===== config.mk =====
export PLATFORM = sky130hd
export DESIGN_NAME = mult_div_seq
export DESIGN_NICKNAME = d
export VERILOG_FILES = /design/src/rtl/cpu_pkg.sv /design/src/rtl/div_restore_step.sv /design/src/rtl/mult_div_seq.sv
export SDC_FILE = /design/constraint.sdc
export NUM_CORES = 1
export LEC_CHECK = 0
export ABC_AREA = 1
export CORE_MARGIN = 2
export CORE_UTILIZATION = 35
export CTS_CLUSTER_DIAMETER = 120
export DETAILED_ROUTE_END_ITERATION = 7
export HOLD_SLACK_MARGIN = 0.05
export SLEW_MARGIN = 20
export SYNTH_ARGS = -nofsm -noshare
export SYNTH_HDL_FRONTEND = slang
export SYNTH_SLANG_ARGS = --single-unit
export TNS_END_PERCENT = 5

===== constraint.sdc =====
create_clock -name clk -period 8.6 [get_ports clk]
set_input_delay 1.72 -clock clk [delete_from_list [all_inputs] [get_ports clk]]
set_output_delay 1.72 -clock clk [all_outputs]
set_load 0.05 [all_outputs]

===== src/rtl/cpu_pkg.sv =====
// cpu_pkg: shared encodings, state enumeration and helpers for the multiply/divide unit.
package cpu_pkg;
  localparam logic [5:0] MULT = 6'b011000;
  localparam logic [5:0] DIV = 6'b011010;
  localparam logic OP_MULT = 1'b0;
  localparam logic OP_DIV = 1'b1;
  localparam int ITERATIONS = 32;
  typedef enum logic [2:0] {S_IDLE, S_MULT, S_DIV, S_WRITE, S_EXC} state_t;
  function automatic logic [31:0] mag(input logic [31:0] x);
    return x[31] ? -x : x;
  endfunction
endpackage


===== src/rtl/div_restore_step.sv =====
// div_restore_step: one shift/subtract/restore iteration of unsigned restoring division.
module div_restore_step (
  input  logic [31:0] rem,
  input  logic [31:0] quot,
  input  logic [31:0] divisor,
  output logic [31:0] rem_next,
  output logic [31:0] quot_next
);
  logic [32:0] shifted, diff;
  always_comb begin
    shifted = {rem, quot[31]};
    diff = shifted - {1'b0, divisor};
    rem_next = diff[32] ? shifted[31:0] : diff[31:0];
    quot_next = {quot[30:0], ~diff[32]};
  end
endmodule


===== src/rtl/mult_div_seq.sv =====
// mult_div_seq: sequential signed 32x32 Booth multiplier and restoring divider writing HI/LO.
module mult_div_seq
  import cpu_pkg::*;
(
  input  logic        clk,
  input  logic        reset,
  input  logic        start,
  input  logic        op,
  input  logic [31:0] a,
  input  logic [31:0] b,
  output logic        busy,
  output logic        done,
  output logic        div_zero,
  output logic [31:0] hi,
  output logic [31:0] lo,
  output logic        hi_w,
  output logic        lo_w
);
  state_t state, state_next;
  logic [4:0] cnt;
  logic last, accept;
  logic [31:0] m, rem, quot, dvs, rem_n, quot_n;
  logic q_neg, r_neg;
  // {33-bit upper with guard bit, 32-bit Q, Q-1}; the guard bit keeps -0x80000000 from overflowing
  logic [65:0] acc, acc_next;
  logic [32:0] upper, sum;
  div_restore_step u_step (
    .rem(rem),
    .quot(quot),
    .divisor(dvs),
    .rem_next(rem_n),
    .quot_next(quot_n)
  );
  always_comb begin
    upper = acc[65:33];
    sum = acc[1:0] == 2'b01 ? upper + {m[31], m} : acc[1:0] == 2'b10 ? upper - {m[31], m} : upper;
    acc_next = {sum[32], sum, acc[32:1]};
  end
  always_comb begin
    last = cnt == 5'(ITERATIONS - 1);
    accept = state == S_IDLE && start;
    state_next = state;
    case (state)
      S_IDLE: if (start) state_next = op == OP_MULT ? S_MULT : b == '0 ? S_EXC : S_DIV;
      S_MULT, S_DIV: if (last) state_next = S_WRITE;
      default: state_next = S_IDLE;
    endcase
    busy = state != S_IDLE;
    done = state == S_WRITE;
    hi_w = state == S_WRITE;
    lo_w = state == S_WRITE;
    div_zero = state == S_EXC;
  end
  always_ff @(posedge clk)
    if (reset) begin
      state <= S_IDLE;
      cnt <= '0;
      hi <= '0;
      lo <= '0;
    end else begin
      state <= state_next;
      cnt <= (state == S_MULT || state == S_DIV) ? cnt + 5'd1 : '0;
      if (last && state == S_MULT) {hi, lo} <= acc_next[64:1];
      if (last && state == S_DIV) begin
        hi <= r_neg ? -rem_n : rem_n;
        lo <= q_neg ? -quot_n : quot_n;
      end
    end
  always_ff @(posedge clk)
    if (accept) begin
      m <= a;
      acc <= {33'd0, b, 1'b0};
      rem <= '0;
      quot <= mag(a);
      dvs <= mag(b);
      q_neg <= a[31] ^ b[31];
      r_neg <= a[31];
    end else begin
      if (state == S_MULT) acc <= acc_next;
      if (state == S_DIV) begin
        rem <= rem_n;
        quot <= quot_n;
      end
    end
endmodule


# Word-level counts from Yosys, hierarchy flattened
# Cells that the tools add are included.
# totals
ff_bits,267
inputBits,68
output_inout_bits,69
elab_cells,66
# op_classes
addsub,8
eq_ne,9
mux,20
bitwise_logic,3
n_reduce_logical,13
# op_table
cell,n
$mux 32,10
$mux 33,4
$neg 32->32,4
$add 32x32->33,1
$sub 32x32->33,1
$sub 33x32->33,1
$logic_not 32->1,1
$mux 31,1
$mux 3,4
$eq 3x2->1 const B,2
$pmux 3 s2,1
$reduce_bool 2->1,3
$add 5x1->5 const B,1
$eq 5x5->1 const B,1
$ne 2x2->1 const B,2
$reduce_or 2->1,2
$eq 3x1->1 const B,1
$eq 3x3->1 const B,1
$logic_and 1x1->1,3
$logic_not 3->1,1
$reduce_bool 3->1,1
$eq 2x1->1 const B,1
$eq 2x2->1 const B,1
$not 1->1,2
other kinds (3),3

# Logic depth before layout (Yosys ltp)
# Gate-level depths: netlist (run 1).
# depth
word_depth,5
mapped_depth,29
depth_no_buf,27

# Hierarchy
# Synthesis (run 1) repeated with hierarchy kept, for this count alone.
# hier_totals
cells_unflattened,3418
hier_area_um2,21813.4
# by_module_without_submodules
module,n_inst,cells_per_inst,area_per_inst_um2,seq_area_each_um2
mult_div_seq,1,2704,18417.7,6616.3
div_restore_step,1,714,3395.8,0.0

# Least setup slack after synthesis (run 1)
# OpenSTA, ideal clock, no wires.
# synth_timing
path_kind,in2reg
startpoint,in start
endpoint,"reg quot[0], data pin"
setup_time_ns,0.361
arrival_time_ns,4.310
t_required_ns,8.239
path_slack_ns,3.929
stages,4
n_path_buf,1
cell_sequence,inv_1 nor2_1 clkbuf_1 o21ai_0
# synth_between
elab_chain_len,2
# synth_lines
item,line_no,text
"start, declared",mult_div_seq.sv:7,"input logic start,"
$logic_and 1x1->1,mult_div_seq.sv:41,accept = state == S_IDLE && start;
named net accept,mult_div_seq.sv:21,"logic last, accept;"
$mux 32,mult_div_seq.sv:70,if (accept) begin
"end signal, assigned",mult_div_seq.sv:74,quot <= mag(a);
"end signal, assigned",mult_div_seq.sv:82,quot <= quot_n;
"end, declared",mult_div_seq.sv:22,"logic [31:0] m, rem, quot, dvs, rem_n, quot_n;"
# The timed path passes the listed nets, and every way through them passes these cells.
# A chain may end at the register's enable or synchronous reset.

# Worst setup path after layout (run 1)
# layout_timing
startpoint,reg quot[31]
endpoint,reg lo[28]
# layout_between
elab_chain_len,5
# layout_lines
item,line_no,text
$sub 33x32->33,div_restore_step.sv:12,"diff = shifted - {1'b0, divisor};"
$not 1->1,div_restore_step.sv:14,"quot_next = {quot[30:0], ~diff[32]};"
$neg 32->32,mult_div_seq.sv:66,lo <= q_neg ? -quot_n : quot_n;
$mux 32,mult_div_seq.sv:66,
$mux 32,mult_div_seq.sv:64,if (last && state == S_DIV) begin
"end signal, assigned",mult_div_seq.sv:63,"if (last && state == S_MULT) {hi, lo} <= acc_next[64:1];"
"end signal, assigned",mult_div_seq.sv:66,
"end, declared",mult_div_seq.sv:15,"output logic [31:0] lo,"
# Every way passes these cells.

==> flow_metrics.env, run 1 <==
export IMPL_cell_area_reported_after_detailed_placement_um2=22430
export IMPL_design_area_um2=23590
export IMPL_wire_length_of_the_first_global_routing_pass_um=110900
export IMPL_worstReg2RegEnd="lo[28]"
export IMPL_grt_setup_unrepaired="false"
export IMPL_worst_r2r_path_depth=26
export IMPL_post_route_cells_drive_above_1_share=0.04874
export IMPL_count_of_cell_types_in_the_netlist=59
export IMPL_synth_largest_type_area_fraction=0.1894
export IMPL_syn_avg_cell_area_um2=6.744
export IMPL_report_final_slew_viol_count=0
export IMPL_detailed_route_via_count=20300
export IMPL_status="complete, no violations"
export IMPL_synth_fp_nets=3205
export IMPL_synth_seq_area_share=0.3236
export IMPL_synth_enable_flop_cells=129
export IMPL_number_of_remaining_drc_errors=0
export IMPL_tritoncts="yes"
export IMPL_die_area_um2=60370
export IMPL_layout_cells_most_common="sky130_fd_sc_hd__nand2_1"
export IMPL_cts_post_setup_buffers_inserted=0
export IMPL_post_synth_main_area_contributors="sky130_fd_sc_hd__edfxtp_1 19%, sky130_fd_sc_hd__nand2_1 15%, sky130_fd_sc_hd__dfxtp_1 13%"
export IMPL_setup_violations=0
export IMPL_hold_startpoint="cnt[0]"
export IMPL_finish_net_count=3286
export IMPL_regToRegSetupSlack_ns=3.29
export IMPL_timing_hold_violations_final=0
export IMPL_cts_resized=0
export IMPL_layout_area_overhead_vs_synth_pct=15.35
export IMPL_cts_root_buffer="sky130_fd_sc_hd__clkbuf_16"
export IMPL_drt_pass1_iterations=6
export IMPL_antenna_cells_inserted=0
export IMPL_floorplan_die_width_um=245.7
export IMPL_synth_ff_type="sky130_fd_sc_hd__dfxtp_1"
export IMPL_routed_via_density=5.201
export IMPL_h_tree_depth=2
export IMPL_wl_per_cell_um=18.91
export IMPL_drtIter0Drc=1845
export IMPL_max_freq_ghz=0.1882
export IMPL_place_port_buffers=136
export IMPL_fp_row_count=88
export IMPL_antenna_violations_before_repair=1
export IMPL_cts_made_buffers=35
export IMPL_timing_setup_tns_ns=0
export IMPL_crit_required_ns=9.00
export IMPL_r2r_start="quot[31]"
export IMPL_cts_hold_buffers=0
export IMPL_critPathArrivalTime_ns=5.71
export IMPL_finalWorstPathRequiredPeriod_ns=5.314
export IMPL_cts_reportedPaths_clkPinSlew_ns=0.06
export IMPL_grt_max_degree=93
export IMPL_num_fill_cells=6151
export IMPL_via_count_of_the_first_global_routing_pass=18660
export IMPL_start_util=0.3544
export IMPL_place_detailed_hpwl_um=58300
export IMPL_crit_type="reg2reg"
export IMPL_route_final_wire_length_um=73820
export IMPL_gp_congestion=0.9788
export IMPL_insertion_delay_ns=0.58
export IMPL_fin_worst_skew_ns=0.03429
export IMPL_power_density_over_the_cells_nw_per_um2=334.7
export IMPL_synth_ff_latch_count=266
export IMPL_critical_path_startpoint_type="flip-flop"
export IMPL_path_max_fanout=47
export IMPL_track_usage=0.2387
export IMPL_critical_path_endpoint_type="flip-flop"
export IMPL_clock_tree_buffer_depth=3
export IMPL_timing_max_cap_violations=0
export IMPL_timing_hold_worst_class="reg2reg"
export IMPL_end_of_the_worst_hold_path="cnt[0]"
export IMPL_ir_worst_vdd_v=0.0001425
export IMPL_post_synth_top_area_cell="sky130_fd_sc_hd__edfxtp_1"
export IMPL_async_flop_share=0
export IMPL_post_synth_design_cell_area_um2=20450
export IMPL_timing_hold_worst_path_depth=1
export IMPL_final_min_period_over_clock_period=0.6179
export IMPL_netlist_instances=3032
export IMPL_total_leakage_power_nw=10.61
export IMPL_slew_of_the_pin_with_the_lowest_slew_margin_ns=1.119
export IMPL_most_frequent_cells_in_the_layout="804 x sky130_fd_sc_hd__nand2_1, 410 x sky130_fd_sc_hd__inv_1, 251 x sky130_fd_sc_hd__nor2_1"
export IMPL_global_route_overflow_total=0
export IMPL_worst_slew_margin_rel=0.2460
export IMPL_synthesis_yosys_warnings=0
export IMPL_route_antenna_remaining_nets=0
export IMPL_design_portCount=137
export IMPL_die_h_um=245.7
export IMPL_clkSinkCount=266
export IMPL_core_area_um2=57700
## power breakdown
part / internal, mW / switching [mW] / total [mW]
logic: 1.28 / 3.04 / 4.32
registers: 1.76 / 0.349 / 2.11
clock network: 0.850 / 0.616 / 1.47
total: 3.89 / 4.01 / 7.90
## registers in the layout, indices dropped and copies added (netlist names)
register,cells
dvs,32
hi,32
acc,65
q_neg,1
rem,32
m,32
state,3
cnt,5
lo,32
quot,32
## routing by layer
layer | vias up | share of wire | GRT usage
li1 | 10170 | - | -
met1 | 9404 | 0.46 | 0.3285
met2 | 624 | 0.46 | 0.3919
met3 | 102 | 0.056 | 0.03045
met4 | 0 | 0.026 | 0.06506
met5 | - | 0 | 0
## cells in the mapped netlist, drive strengths merged, types with 21 or more instances
cell type / count
inv: 418
buf: 26
edfxtp: 129
nor2: 265
ha: 102
nand4: 33
nand3: 175
clkbuf: 87
o21ai: 239
o211ai: 30
xor2: 98
a21oi: 217
o22ai: 36
o21bai: 21
nand2: 835
dfxtp: 137
nor3: 48
## worst max-delay path, cell delays in order, from the launching register on
cell	delay, ns
sky130_fd_sc_hd__edfxtp_1	0.51
sky130_fd_sc_hd__inv_1	0.13
sky130_fd_sc_hd__ha_1	0.15
sky130_fd_sc_hd__inv_1	0.07
sky130_fd_sc_hd__fa_1	0.42
sky130_fd_sc_hd__nand2_1	0.08
sky130_fd_sc_hd__nand2_1	0.11
sky130_fd_sc_hd__nand3_1	0.11
sky130_fd_sc_hd__nand2_1	0.11
sky130_fd_sc_hd__nand2_1	0.09
sky130_fd_sc_hd__nand2_2	0.10
sky130_fd_sc_hd__nand2_4	0.11
sky130_fd_sc_hd__nand3_2	0.14
sky130_fd_sc_hd__nand2_2	0.10
sky130_fd_sc_hd__buf_4	0.44
sky130_fd_sc_hd__ha_1	0.24
sky130_fd_sc_hd__inv_1	0.05
sky130_fd_sc_hd__nor3_1	0.18
sky130_fd_sc_hd__nand2_1	0.10
sky130_fd_sc_hd__nor3_1	0.39
sky130_fd_sc_hd__nand3_1	0.20
sky130_fd_sc_hd__or3b_2	0.49
sky130_fd_sc_hd__o21ai_0	0.25
sky130_fd_sc_hd__o21ai_0	0.16
sky130_fd_sc_hd__xor2_1	0.16
sky130_fd_sc_hd__o21ai_0	0.14
sky130_fd_sc_hd__a21oi_1	0.09
## cell type report
type | count | area (um^2) | share of cell area
clock inverters | 17 | 167.7 | 0.007108
clock buffers | 46 | 987.2 | 0.04185
well taps | 765 | 957.2 | 0.04058
flip-flops and latches | 266 | 6616 | 0.2805
repair buffers | 157 | 1514 | 0.06419
inverters | 422 | 1584 | 0.06716
multi-input cells | 2231 | 11760 | 0.4986
## how the worst max path moves through the flow
stage	slack, ns	startpoint	to
finish	3.29	quot[31]	lo[28]
CTS	3.35	quot[31]	lo[28]
global route	2.92	quot[31]	lo[28]
detailed placement	3.40	quot[31]	lo[28]
floorplan	3.93	start	quot[0]
global placement	3.47	quot[31]	lo[28]
## stage by stage
stage	util	power, mW	setup slack (ns)	hold slack [ns]	instances
after floorplan	-	5.078	3.929	0.4175	3032
after global placement	0.3888	6.375	3.465	0.4321	3841
after detailed placement	0.3888	6.382	3.396	0.4451	3841
after CTS	0.4088	7.879	3.353	0.4572	3904
after global routing	0.4088	8.482	2.920	0.4793	3904
final	0.4088	7.895	3.286	0.4539	3904
## cells by family (layout without fill, tap and decap cells)
family	Yosys count	after routing	share of synthesized area
buffers and inverters	535	642	0.1027
and+or+nand+nor	1392	1392	0.2865
AOI/OAI and AO/OA	621	621	0.1735
adders and majority gates	105	105	0.06535
DFF	266	266	0.3236
xor gates and xnor gates	113	113	0.04840
Note: power is estimated with default switching activity, not from simulation.
==> inputs of run 2 (changes only) <==
clock period = 4.27 ns   (was 8.6 ns; I/O delays follow)
==> run 2 against run 1 <==
Compared with the run above: combinational power grew 110%; worst hold slack lost 0.0062 ns; global-route usage grew 0.76 points; clock power grew 120%; power grew 110%; die area is the same; critical path depth shrank 1; core utilization grew 0.52 points; largest cell class unchanged.
==> flow_metrics.env, run 2 (synthesis results as in run 1) <==
export IMPL_track_usage=0.2463
export IMPL_critical_path_endpoint_type="flip-flop"
export IMPL_die_h_um=245.7
export IMPL_die_area_um2=60370
export IMPL_hold_startpoint="cnt[0]"
export IMPL_clock_network_fraction_of_design_power=0.194
export IMPL_fin_total_pwr_mw=16.34
export IMPL_h_tree_depth=2
export IMPL_post_placement_setup_slack_ns=0.07474
export IMPL_total_leakage_power_nw=10.78
export IMPL_fin_worst_skew_ns=0.02016
export IMPL_r2r_start="quot[31]"
export IMPL_swShare=0.5045
export IMPL_via_count_of_the_first_global_routing_pass=19020
export IMPL_gp_congestion=0.9506
export IMPL_hold_worst_slack_ns=0.4477
export IMPL_post_route_cells_drive_above_1_share=0.05761
export IMPL_crit_required_ns=4.67
export IMPL_start_util=0.3544
export IMPL_cts_made_buffers=35
export IMPL_ir_worst_vdd_v=0.0002987
export IMPL_floorplan_die_width_um=245.7
export IMPL_finalWorstPathRequiredPeriod_ns=3.958
export IMPL_detailed_route_via_count=20400
export IMPL_crit_type="reg2reg"
export IMPL_grt_max_degree=77
export IMPL_finish_net_count=3305
export IMPL_max_freq_ghz=0.2526
export IMPL_tritoncts="yes"
export IMPL_final_min_period_over_clock_period=0.9270
export IMPL_drt_pass1_iterations=6
export IMPL_number_of_remaining_drc_errors=0
export IMPL_antenna_violations_before_repair=3
export IMPL_total_net_switching_power_mw=8.244
export IMPL_status="complete, no violations"
export IMPL_global_route_overflow_total=0
export IMPL_timing_max_cap_violations=0
export IMPL_core_area_um2=57700
export IMPL_worst_slew_margin_rel=0.2859
export IMPL_intPower_mw=8.098
export IMPL_most_frequent_cells_in_the_layout="804 x sky130_fd_sc_hd__nand2_1, 410 x sky130_fd_sc_hd__inv_1, 251 x sky130_fd_sc_hd__nor2_1"
export IMPL_wl_per_cell_um=19.27
export IMPL_route_antenna_remaining_nets=0
export IMPL_end_of_the_worst_hold_path="cnt[0]"
export IMPL_post_route_worst_setup_slack_ns=0.3118
export IMPL_cpMaxStageDelayCell="sky130_fd_sc_hd__or3b_2"
export IMPL_place_detailed_hpwl_um=59650
export IMPL_regMostFlops="acc"
export IMPL_num_fill_cells=6156
export IMPL_worst_path_most_repeated_cell="sky130_fd_sc_hd__nand2_1"
export IMPL_timing_setup_tns_ns=0
export IMPL_cts_reportedPaths_clkPinSlew_ns=0.06
export IMPL_largest_register_ff_count=65
export IMPL_fin_util=0.4140
export IMPL_layout_cells_most_common="sky130_fd_sc_hd__nand2_1"
export IMPL_routed_via_density=5.196
export IMPL_cts_root_buffer="sky130_fd_sc_hd__clkbuf_16"
export IMPL_wire_length_of_the_first_global_routing_pass_um=113400
export IMPL_insertion_delay_ns=0.57
export IMPL_fp_row_count=88
export IMPL_power_share_sequential=0.258
export IMPL_setup_violations=0
export IMPL_timing_hold_worst_class="reg2reg"
export IMPL_post_placement_cell_count=3860
export IMPL_path_max_fanout=3
export IMPL_final_cell_count_without_fillers=3925
export IMPL_timing_hold_worst_path_depth=1
export IMPL_timing_hold_violations_final=0
export IMPL_route_final_wire_length_um=75620
export IMPL_regToRegSetupSlack_ns=0.31
export IMPL_layout_area_overhead_vs_synth_pct=16.81
export IMPL_clock_tree_buffer_depth=3
export IMPL_grt_setup_unrepaired="true"
export IMPL_critPathArrivalTime_ns=4.36
export IMPL_drtIter0Drc=1819
export IMPL_power_density_over_the_cells_nw_per_um2=684.2
export IMPL_report_final_slew_viol_count=0
export IMPL_worstReg2RegEnd="lo[28]"
export IMPL_place_port_buffers=136
export IMPL_cp_slowest_stage_delay_ns=0.49
export IMPL_combinationalPowerShare=0.548
export IMPL_critical_path_startpoint_type="flip-flop"
export IMPL_worst_r2r_path_depth=25
export IMPL_design_area_um2=23890
export IMPL_cell_area_reported_after_detailed_placement_um2=22590
export IMPL_slew_of_the_pin_with_the_lowest_slew_margin_ns=1.071
export IMPL_cts_post_setup_buffers_inserted=0
export IMPL_clkSinkCount=266
export IMPL_design_portCount=137
run 2: final cells by class:
class                           count  area (um^2)  area share
Multi-Input combinational cell   2231        11790      0.4935
Sequential cell                   266         6616      0.2770
Timing Repair Buffer              176         1675     0.07014
Inverter                          422         1584     0.06631
Clock buffer                       48         1102     0.04615
Tap cell                          765        957.2     0.04007
Clock inverter                     16        160.2    0.006705
Antenna cell                        1        2.502   0.0001048
run 2: power groups by stage:
stage,Combinational [mW],Clock (mW),Sequential (mW)
floorplan,6.29,0,3.94
global route,9.97,3.30,4.27
detailed placement,8.82,0,4.25
finish,8.95,3.17,4.22
CTS,8.86,3.21,4.20
global placement,8.84,0,4.25
run 2: what timing repair did:
| action | in CTS | in global routing |
|---|---|---|
| hold buffers | 0 | 0 |
| endpoints found under the hold margin | 0 | 0 |
| endpoints found under the setup margin | 0 | 17 |
| resized for setup | 0 | 9 |
run 2: critical path, delay by kind of cell, from the launching register on:
kind                       cells  cell delay, ns
xor gates and xnor gates       1            0.17
DFF                            1            0.35
adders and majority gates      3            0.70
buffers and inverters          3            0.21
AOI/OAI and AO/OA              4            0.50
and+or+nand+nor               14            1.90
run 2: worst max path at each step:
| stage | start | depth (start not counted) | end |
|---|---|---|---|
| floorplan | quot[31] | 27 | lo[28] |
| CTS | quot[31] | 25 | lo[28] |
| global route | quot[31] | 26 | hi[28] |
| detailed placement | quot[31] | 25 | lo[28] |
| global placement | quot[31] | 25 | lo[28] |
| finish | quot[31] | 25 | lo[28] |
run 2: routing by layer:
layer,routed length [um],part of all wire,vias to the layer above,GRT usage
met5,0,0,-,0
met4,2421,0.032,0,0.08111
met3,5633,0.074,111,0.04169
met2,34250,0.45,709,0.3972
met1,33320,0.44,9377,0.3332
li1,-,-,10200,-
==> inputs of run 3 (changes only) <==
==> constraint.sdc (replaced) <==
create_clock -name clk -period 4.27 [get_ports clk]
set_input_delay 1.281 -clock clk [delete_from_list [all_inputs] [get_ports clk]]
set_output_delay 1.281 -clock clk [all_outputs]
set_load 0.05 [all_outputs]
==> run 3 against run 2 <==
Compared with the run above: non-clock buffer count up 34; critical path depth unchanged; cell area up 1.2%; sequential power up 0.9%; register-to-register slack better by 0.05 ns; final cell count up 0.89%; largest power group unchanged.
==> flow_metrics.env, run 3 (synthesis results as in run 1) <==
export IMPL_status="complete, no violations"
export IMPL_fp_row_count=88
export IMPL_crit_path_start="quot[31]"
export IMPL_antenna_violations_before_repair=1
export IMPL_h_tree_depth=2
export IMPL_start_util=0.3544
export IMPL_routed_via_density=5.208
export IMPL_cts_post_setup_buffers_inserted=0
export IMPL_largest_register_ff_count=65
export IMPL_floorplan_die_width_um=245.7
export IMPL_core_area_um2=57700
export IMPL_clock_tree_buffer_depth=3
export IMPL_global_route_overflow_total=0
export IMPL_die_h_um=245.7
export IMPL_gp_congestion=0.9684
export IMPL_route_final_wire_length_um=74940
export IMPL_regMostFlops="acc"
export IMPL_power_share_sequential=0.260
export IMPL_post_placement_setup_slack_ns=-0.07154
export IMPL_combinationalPowerShare=0.549
export IMPL_timing_setup_tns_ns=0
export IMPL_grt_max_degree=69
export IMPL_layout_area_overhead_vs_synth_pct=18.20
export IMPL_grt_setup_unrepaired="false"
export IMPL_wire_length_of_the_first_global_routing_pass_um=113600
export IMPL_timing_hold_worst_class="reg2reg"
export IMPL_busiest_layer="met2"
export IMPL_path_max_fanout=3
export IMPL_max_freq_ghz=0.2556
export IMPL_grt_util_met3=0.03078
export IMPL_slew_of_the_pin_with_the_lowest_slew_margin_ns=1.093
export IMPL_drt_pass1_iterations=5
export IMPL_insertion_delay_ns=0.57
export IMPL_post_placement_cell_count=3894
export IMPL_cts_made_buffers=36
export IMPL_ir_worst_vdd_v=0.0003374
export IMPL_finish_net_count=3340
export IMPL_tritoncts="yes"
export IMPL_total_net_switching_power_mw=8.169
export IMPL_critical_path_startpoint_type="flip-flop"
export IMPL_finalWorstPathRequiredPeriod_ns=3.912
export IMPL_critical_path_endpoint_type="flip-flop"
export IMPL_critPathArrivalTime_ns=4.36
export IMPL_setup_violations=0
export IMPL_die_area_um2=60370
export IMPL_total_leakage_power_nw=10.93
export IMPL_post_route_worst_setup_slack_ns=0.3578
export IMPL_final_min_period_over_clock_period=0.9162
export IMPL_detailed_route_via_count=20620
export IMPL_fin_worst_skew_ns=0.03244
export IMPL_worst_slew_margin_rel=0.2639
export IMPL_drtIter0Drc=1805
export IMPL_report_final_slew_viol_count=0
export IMPL_timing_hold_violations_final=0
export IMPL_intPower_mw=8.204
export IMPL_design_portCount=137
export IMPL_place_detailed_hpwl_um=59440
export IMPL_regToRegSetupSlack_ns=0.36
export IMPL_clock_network_fraction_of_design_power=0.191
export IMPL_place_port_buffers=136
export IMPL_crit_required_ns=4.72
export IMPL_antenna_cells_inserted=0
export IMPL_cts_hold_buffers=0
export IMPL_crit_type="reg2reg"
export IMPL_r2r_start="quot[31]"
export IMPL_wl_per_cell_um=18.92
export IMPL_power_density_over_the_cells_nw_per_um2=677.4
export IMPL_number_of_remaining_drc_errors=0
export IMPL_via_count_of_the_first_global_routing_pass=19280
export IMPL_track_usage=0.2440
export IMPL_cts_root_buffer="sky130_fd_sc_hd__clkbuf_16"
export IMPL_swShare=0.4989
export IMPL_cts_reportedPaths_clkPinSlew_ns=0.06
export IMPL_most_frequent_cells_in_the_layout="804 x sky130_fd_sc_hd__nand2_1, 409 x sky130_fd_sc_hd__inv_1, 250 x sky130_fd_sc_hd__nor2_1"
export IMPL_cts_resized=0
export IMPL_clkSinkCount=266
export IMPL_timing_max_cap_violations=0
export IMPL_fin_util=0.4189
export IMPL_final_cell_count_without_fillers=3960
export IMPL_route_antenna_remaining_nets=0
export IMPL_layout_cells_most_common="sky130_fd_sc_hd__nand2_1"
export IMPL_use_met2=0.3947
export IMPL_met1_track_demand_over_resource=0.3341
export IMPL_post_route_cells_drive_above_1_share=0.06604
export IMPL_hold_startpoint="cnt[0]"
export IMPL_hold_worst_slack_ns=0.4481
[run 3: stage by stage]
step | total power [mW] | area, um^2
2_1_floorplan | 10.23 | 20450
3_3_place_gp | 13.11 | 22900
3_5_place_dp | 13.11 | 22900
4_1_cts | 16.28 | 24120
5_1_grt | 17.61 | 24170
6_report | 16.37 | 24170
[run 3: power groups by stage]
stage / sequential [mW] / combinational, mW / clock, mW
2_1_floorplan: 3.94 / 6.29 / 0
3_3_place_gp: 4.30 / 8.81 / 0
3_5_place_dp: 4.29 / 8.82 / 0
4_1_cts: 4.25 / 8.87 / 3.17
5_1_grt: 4.31 / 10.0 / 3.27
6_report: 4.26 / 8.99 / 3.12
[run 3: layout make-up]
class,count,area (um^2)
Multi-Input combinational cell,2231,11810
Tap cell,765,957.2
Sequential cell,266,6616
Fill cell,6163,33530
Clock inverter,11,175.2
Timing Repair Buffer,210,1987
Inverter,422,1584
Clock buffer,55,1045
[run 3: worst max-delay path: stages (launching register included)]
cell and delay [ns]:
sky130_fd_sc_hd__edfxtp_1 0.46, sky130_fd_sc_hd__inv_2 0.10, sky130_fd_sc_hd__ha_2 0.20, sky130_fd_sc_hd__inv_1 0.07, sky130_fd_sc_hd__fa_2 0.34, sky130_fd_sc_hd__nand2_1 0.08
sky130_fd_sc_hd__nand2_1 0.08, sky130_fd_sc_hd__nand3_1 0.08, sky130_fd_sc_hd__nand2_1 0.07, sky130_fd_sc_hd__nand2_1 0.07, sky130_fd_sc_hd__nand2_2 0.08, sky130_fd_sc_hd__nand2_4 0.08
sky130_fd_sc_hd__nand3_2 0.10, sky130_fd_sc_hd__nand2_4 0.12, sky130_fd_sc_hd__ha_1 0.14, sky130_fd_sc_hd__inv_1 0.06, sky130_fd_sc_hd__nor3_2 0.14, sky130_fd_sc_hd__nand2_1 0.12
sky130_fd_sc_hd__nor3_2 0.19, sky130_fd_sc_hd__nand3_1 0.14, sky130_fd_sc_hd__or3b_2 0.49, sky130_fd_sc_hd__o21ai_2 0.15, sky130_fd_sc_hd__o21ai_1 0.10, sky130_fd_sc_hd__xor2_1 0.16
sky130_fd_sc_hd__o21ai_1 0.12, sky130_fd_sc_hd__a21oi_1 0.08
[run 3: final timing paths]
check | end | cells after the start
setup / recovery | lo[28] | 25
hold / removal | cnt[0] | 1
setup reg to reg | lo[28] | 25
hold reg to reg | cnt[0] | 1
[run 3: layer usage]
metal	routed length, um	vias to the layer above	share of wire
met1	34200	9543	0.46
met2	33960	684	0.45
met3	4286	125	0.057
met4	2490	0	0.033
li1	-	10270	-
met5	0	-	0
